==> config.mk <==
export PLATFORM = sky130hd
export DESIGN_NAME = sipo_align_ctrl
export DESIGN_NICKNAME = d
export VERILOG_FILES = /design/src/rtl/sipo_align_ctrl.sv
export SDC_FILE = /design/constraint.sdc
export NUM_CORES = 1
export LEC_CHECK = 0
export ABC_AREA = 1
export CAP_MARGIN = 20
export CORE_MARGIN = 2
export CORE_UTILIZATION = 61
export DETAILED_ROUTE_END_ITERATION = 8
export GPL_ROUTABILITY_DRIVEN = 0
export GPL_TIMING_DRIVEN = 0
export PLACE_DENSITY_LB_ADDON = 0.08
export SYNTH_ARGS = -nofsm -noshare
export SYNTH_HDL_FRONTEND = slang
export SYNTH_SLANG_ARGS = --single-unit
==> constraint.sdc <==
create_clock -name i_pclk -period 5.45 [get_ports i_pclk]
set_input_delay 0.8175 -clock i_pclk [delete_from_list [all_inputs] [get_ports i_pclk]]
set_output_delay 0.8175 -clock i_pclk [all_outputs]
set_load 0.01 [all_outputs]
==> src/rtl/sipo_align_ctrl.sv <==
`default_nettype none
// ============================================================================
// Module  : sipo_align_ctrl
// Brief   : Word aligner for the SIPO receive path; sweeps bit rotations for a
//           training word, confirms it, then supervises the aligned link.
// Revision: 1.0
// ============================================================================
module sipo_align_ctrl #(
    parameter int                PWIDTH        = 20,
    parameter logic [PWIDTH-1:0] TRAIN_PATTERN = 20'hFFC00,
    parameter int                LOCK_CNT      = 16,
    parameter int                MAX_SWEEPS    = 4,
    parameter int                ERR_MAX       = 8,
    localparam int               CW            = $clog2(PWIDTH)
) (
    input  logic              i_pclk,
    input  logic              i_rst,
    input  logic              i_en,
    input  logic              i_plock,
    input  logic [PWIDTH-1:0] i_pdata,
    input  logic              i_rerr,
    output logic [PWIDTH-1:0] o_data,
    output logic              o_valid,
    output logic              o_aligned,
    output logic              o_fail,
    output logic [CW-1:0]     o_offset,
    output logic [7:0]        o_realign_cnt
);

    localparam int MCW = $clog2(LOCK_CNT + 1);
    localparam int SCW = $clog2(MAX_SWEEPS + 1);
    localparam int ECW = $clog2(ERR_MAX + 1);

    localparam logic [CW-1:0]  OFF_LAST   = CW'(PWIDTH - 1);
    localparam logic [MCW-1:0] LOCK_LAST  = MCW'(LOCK_CNT - 1);
    localparam logic [SCW-1:0] SWEEP_LAST = SCW'(MAX_SWEEPS - 1);
    localparam logic [ECW-1:0] ERR_LAST   = ECW'(ERR_MAX - 1);

    typedef enum logic [2:0] {
        ST_IDLE    = 3'd0,
        ST_SEARCH  = 3'd1,
        ST_VERIFY  = 3'd2,
        ST_ALIGNED = 3'd3,
        ST_FAIL    = 3'd4
    } state_t;

    state_t              state_q;
    logic [PWIDTH-1:0]   cur_q;
    logic [PWIDTH-1:0]   prev_q;
    logic [PWIDTH-1:0]   data_q;
    logic                valid_q;
    logic [CW-1:0]       offset_q;
    logic [CW-1:0]       offset_d;
    logic [SCW-1:0]      sweep_q;
    logic [SCW-1:0]      sweep_d;
    logic [MCW-1:0]      match_cnt_q;
    logic [ECW-1:0]      err_cnt_q;
    logic [7:0]          realign_q;

    logic [2*PWIDTH-1:0] w_window;
    logic [2*PWIDTH-1:0] w_shifted;
    logic [PWIDTH-1:0]   w_cand;
    logic                w_match;
    logic                w_wrap;
    logic                w_sweep_done;

    // Shifting left by the offset brings candidate bit k..k+PWIDTH-1 to the top.
    assign w_window     = {prev_q, cur_q};
    assign w_shifted    = w_window << offset_q;
    assign w_cand       = w_shifted[2*PWIDTH-1 -: PWIDTH];
    assign w_match      = (w_cand == TRAIN_PATTERN);

    assign w_wrap       = (offset_q == OFF_LAST);
    assign offset_d     = w_wrap ? '0 : offset_q + CW'(1);
    assign sweep_d      = w_wrap ? sweep_q + SCW'(1) : sweep_q;
    assign w_sweep_done = w_wrap && (sweep_q == SWEEP_LAST);

    always_ff @(posedge i_pclk) begin
        if (i_rst) begin
            state_q     <= ST_IDLE;
            cur_q       <= '0;
            prev_q      <= '0;
            data_q      <= '0;
            valid_q     <= 1'b0;
            offset_q    <= '0;
            sweep_q     <= '0;
            match_cnt_q <= '0;
            err_cnt_q   <= '0;
            realign_q   <= '0;
        end else begin
            cur_q   <= i_pdata;
            prev_q  <= cur_q;
            data_q  <= w_cand;
            valid_q <= (state_q == ST_ALIGNED);

            if (!i_en || !i_plock) begin
                state_q     <= ST_IDLE;
                offset_q    <= '0;
                sweep_q     <= '0;
                match_cnt_q <= '0;
                err_cnt_q   <= '0;
            end else begin
                case (state_q)
                    ST_IDLE: begin
                        offset_q    <= '0;
                        sweep_q     <= '0;
                        match_cnt_q <= '0;
                        err_cnt_q   <= '0;
                        state_q     <= ST_SEARCH;
                    end
                    ST_SEARCH: begin
                        if (w_match) begin
                            match_cnt_q <= MCW'(1);
                            state_q     <= ST_VERIFY;
                        end else begin
                            offset_q <= offset_d;
                            sweep_q  <= sweep_d;
                            if (w_sweep_done) state_q <= ST_FAIL;
                        end
                    end
                    ST_VERIFY: begin
                        if (w_match) begin
                            match_cnt_q <= match_cnt_q + MCW'(1);
                            if (match_cnt_q == LOCK_LAST) state_q <= ST_ALIGNED;
                        end else begin
                            match_cnt_q <= '0;
                            offset_q    <= offset_d;
                            sweep_q     <= sweep_d;
                            state_q     <= w_sweep_done ? ST_FAIL : ST_SEARCH;
                        end
                    end
                    ST_ALIGNED: begin
                        if (!i_rerr) begin
                            err_cnt_q <= '0;
                        end else if (err_cnt_q == ERR_LAST) begin
                            state_q     <= ST_SEARCH;
                            offset_q    <= '0;
                            sweep_q     <= '0;
                            match_cnt_q <= '0;
                            err_cnt_q   <= '0;
                            if (realign_q != 8'hFF) realign_q <= realign_q + 8'd1;
                        end else begin
                            err_cnt_q <= err_cnt_q + ECW'(1);
                        end
                    end
                    ST_FAIL: begin
                        state_q <= ST_FAIL;
                    end
                    default: begin
                        state_q <= ST_IDLE;
                    end
                endcase
            end
        end
    end

    assign o_data        = data_q;
    assign o_valid       = valid_q;
    assign o_aligned     = (state_q == ST_ALIGNED);
    assign o_fail        = (state_q == ST_FAIL);
    assign o_offset      = offset_q;
    assign o_realign_cnt = realign_q;

endmodule
`default_nettype wire

==> results by group <==
Hold path
  – Hold WC Path Type: flop to flop
  – Origin of the worst min-delay path: cur_q[2]$_SDFF_PP0_
  – Number of stages on the worst hold path: 2
  – Worst Hold End: prev_q[2]$_SDFF_PP0_

Global routing
  – Met2 Track Usage GR: 0.506
  – Global-route track usage on met3: 0.0626
  – Global-route wire length before repair: 24600 um
  – Most used routing layer in global routing: met2
  – Via count of the first global-routing pass: roughly 5300
  – Number of antenna violations at the first check in global routing: 0
  – Residual overflow from global routing: 0
  – Met1 layer usage reported by global route: 0.412
  – Global-route total usage across every layer: 0.315
  – Pin count of the biggest net entering global routing: 19

STA
  – Slew of the pin with the lowest slew margin: between 0.6 and 0.7 ns
  – Setup skew after layout: roughly 0.015 ns
  – Hold Vio Cnt, Final: 0
  – Pins over their slew limit: 0
  – Maximum frequency from static timing analysis: ~0.36 GHz
  – Final worst-path setup slack: approximately 2.7 ns
  – RSZ-0062 raised after global routing: no
  – Final setup viols: 0
  – Max transition margin: 0.541
  – Setup Total Neg Slack: 0 ns
  – Final cycle utilization of the critical path: 0.508
  – Post-route minimum period: between 2 and 3 ns

Cells and area
  – Ratio of cells with drive above 1 in the final layout: 0.104
  – Non-filler instance count after layout: 1031
  – Synth-to-layout area growth: 17.2%
  – Number of antenna diodes: 0
  – Commonest cells after routing, fill and taps aside: sky130_fd_sc_hd__nand2_1, sky130_fd_sc_hd__nand3_1, sky130_fd_sc_hd__nor2_1, sky130_fd_sc_hd__dfxtp_1, sky130_fd_sc_hd__inv_1
  – Commonest non-fill, non-tap cell in the layout: sky130_fd_sc_hd__nand2_1
  – Fin nets: 950
  – Count of fill cells added during filler insertion: about 750

Clock tree
  – Clock sink count: slightly below 90
  – Number of buffers added to fix hold violations after cts: 0
  – Root Buffer: sky130_fd_sc_hd__clkbuf_8
  – Maximum clock insertion buffer count: 2
  – Clock Pin Slew Worst Setup and Hold Paths: approximately 0.10 ns
  – Skew-Pair Late Insertion Delay: about 0.38 ns
  – Cts repair resizes: 0
  – TritonCTS Buffers: 9
  – Clock tree from TritonCTS: yes
  – Setup fix buffers added after clock tree synthesis: 0
  – Number of H-tree levels: 3

Flow run
  – Max-cap check violation count: 0

Floorplanning
  – Core Region: roughly 8600 um^2
  – # rows: 34
  – Vert. Die Dim: 97.6 um
  – Number of I/O pins: 61
  – Die Span X: roughly 100 um
  – Initial core utilization: 0.622
  – Total die area: between 9000 and 10000 um^2

Yosys
  – Cell count after synthesis: 848
  – Avg Inst Size Synth: around 6.3 um^2
  – Yosys reg bits: between 80 and 90
  – Portion of the post-synthesis area used by sequential elements: 0.333
  – Netlist Area Pre-Place: roughly 5300 um^2
  – Synth Net Count: between 800 and 900
  – Yosys warning count: 0
  – Netlist cell types: 38

Critical path
  – Crit Reg-Reg Endpoint: sweep_q[1]$_SDFFE_PP0P_
  – Reg-to-Reg Start: o_offset[0]$_SDFFE_PP0P_
  – Arrival time worst endpoint: 3.02 ns
  – CP Launch Type: flop
  – Critical Path Sink Type: flop
  – Required time of the worst setup path: roughly 5.7 ns
  – Worst-case reg-to-reg path depth: 19
  – Setup CP Type: flop to flop
  – Setup slack, reg-to-reg: around 2.7 ns
  – Max Fanout on Critical Path: 10

Placed design
  – Half-perimeter wire length after placement: roughly 12000 um
  – Port Buffers: between 50 and 60
  – Count of placed standard cells including taps: 1015
  – Pre-CTS setup slack: between 2 and 3 ns

Detailed routing
  – Length of the first detailed-routing pass in iterations: 7
  – Post-detailed-route via-to-cell ratio: 5.74
  – Average wire length per cell after detail routing: roughly 14 um
  – Number of design rule violations left after detail routing: 0
  – Initial DRC Count: between 600 and 700
  – Final wirelength: between 10000 and 15000 um
  – Residual antenna-violating net count after detailed routing: 0
  – Total vias in the final route: ~5900

Run status
  – Outcome: completed

Pwr
  – Static Leak: around 2.8 nW
  – Design Power: approximately 1.3 mW
  – VDD IR-drop max: between 150 and 200 uV
  – Power density over the cells: ~200 nW/um^2
-- cells in the mapped netlist, drive strengths merged --
master	n	area share
o211ai	2	0.0028
nor3	12	0.012
buf	30	0.037
nor3b	1	0.0014
o2111ai	1	0.0016
nor2	98	0.074
a31oi	1	0.0012
o21ai	24	0.022
nor4	1	0.0012
a21oi	36	0.035
a211o	1	0.0016
nand4	5	0.0059
ha	7	0.016
dfxtp	89	0.33
inv	100	0.071
clkbuf	9	0.0063
nand3	187	0.19
nand3b	3	0.0042
xor2	4	0.0066
nand2	234	0.18
o21bai	1	0.0014
and2	1	0.0012
clkinv	1	0.00070
-- routing by layer --
metal | vias up | part of all wire
met2 | 360 | 0.45
met4 | 0 | 0.037
met1 | 2641 | 0.41
met5 | - | 0
li1 | 2865 | -
met3 | 57 | 0.10
-- kinds of logic after synthesis --
group,Yosys count,synth area share
compound gates,66,0.0663
xor+xnor,4,0.00656
fa+ha+maj,7,0.0164
buf+inv,140,0.115
flops,89,0.333
simple gates,542,0.463
-- worst max-delay path by stage --
stage,cells past startpoint,endpoint,from,slack [ns]
after floorplan,23,sweep_q[2]$_SDFFE_PP0P_,o_offset[0]$_SDFFE_PP0P_,3.30
after global placement,8,o_realign_cnt[4]$_SDFFE_PP0P_,i_rerr,2.61
after detailed placement,8,o_realign_cnt[4]$_SDFFE_PP0P_,i_rerr,2.58
after CTS,19,sweep_q[1]$_SDFFE_PP0P_,o_offset[0]$_SDFFE_PP0P_,2.75
after global routing,19,sweep_q[2]$_SDFFE_PP0P_,o_offset[0]$_SDFFE_PP0P_,2.50
final,19,sweep_q[1]$_SDFFE_PP0P_,o_offset[0]$_SDFFE_PP0P_,2.68
-- worst max-delay path: stages (launching register included) --
cell	delay (ns)
sky130_fd_sc_hd__dfxtp_1	0.40
sky130_fd_sc_hd__buf_6	0.17
sky130_fd_sc_hd__buf_4	0.18
sky130_fd_sc_hd__nand2_1	0.08
sky130_fd_sc_hd__nand3_1	0.13
sky130_fd_sc_hd__nand3_1	0.15
sky130_fd_sc_hd__nand3_1	0.19
sky130_fd_sc_hd__nand2_1	0.09
sky130_fd_sc_hd__nand2_1	0.06
sky130_fd_sc_hd__nand2_1	0.16
sky130_fd_sc_hd__nor2_2	0.16
sky130_fd_sc_hd__nand2_2	0.10
sky130_fd_sc_hd__nor2_4	0.17
sky130_fd_sc_hd__nand3_2	0.15
sky130_fd_sc_hd__nand2_4	0.13
sky130_fd_sc_hd__inv_4	0.08
sky130_fd_sc_hd__nand2_4	0.09
sky130_fd_sc_hd__nand2_1	0.06
sky130_fd_sc_hd__nand2_1	0.06
sky130_fd_sc_hd__nor2_1	0.04
-- state kept, by name, indices dropped and copies added (netlist names) --
signal,count
cur_q,20
err_cnt_q,4
match_cnt_q,5
o_data,20
o_offset,5
o_realign_cnt,8
o_valid,1
prev_q,20
state_q,3
sweep_q,3
-- power breakdown --
part | leakage (nW) | switching (mW) | total [mW] | internal, mW
registers | 0.728 | 0.0153 | 0.685 | 0.669
clock network | 0.0962 | 0.263 | 0.442 | 0.179
logic | 2.00 | 0.0820 | 0.138 | 0.0563
-- through the flow --
stage	utilization	hold WS [ns]	cell area [um^2]
3_3_place_gp	0.706	0.435	6070
2_1_floorplan	-	0.416	5340
4_1_cts	0.728	0.450	6260
3_5_place_dp	0.706	0.437	6070
6_report	0.728	0.449	6260
5_1_grt	0.728	0.466	6260
-- layout make-up --
cell class	instances	area [um^2]	area share
plain buffers	39	229	0.0366
repair buffers	59	591	0.0943
clock buffers	9	124	0.0198
clock inverters	7	67.6	0.0108
well taps	108	135	0.0216
inverters	101	384	0.0614
multi-input cells	619	2950	0.471
flip-flops and latches	89	1780	0.285
Note: power is estimated with default switching activity, not from simulation.
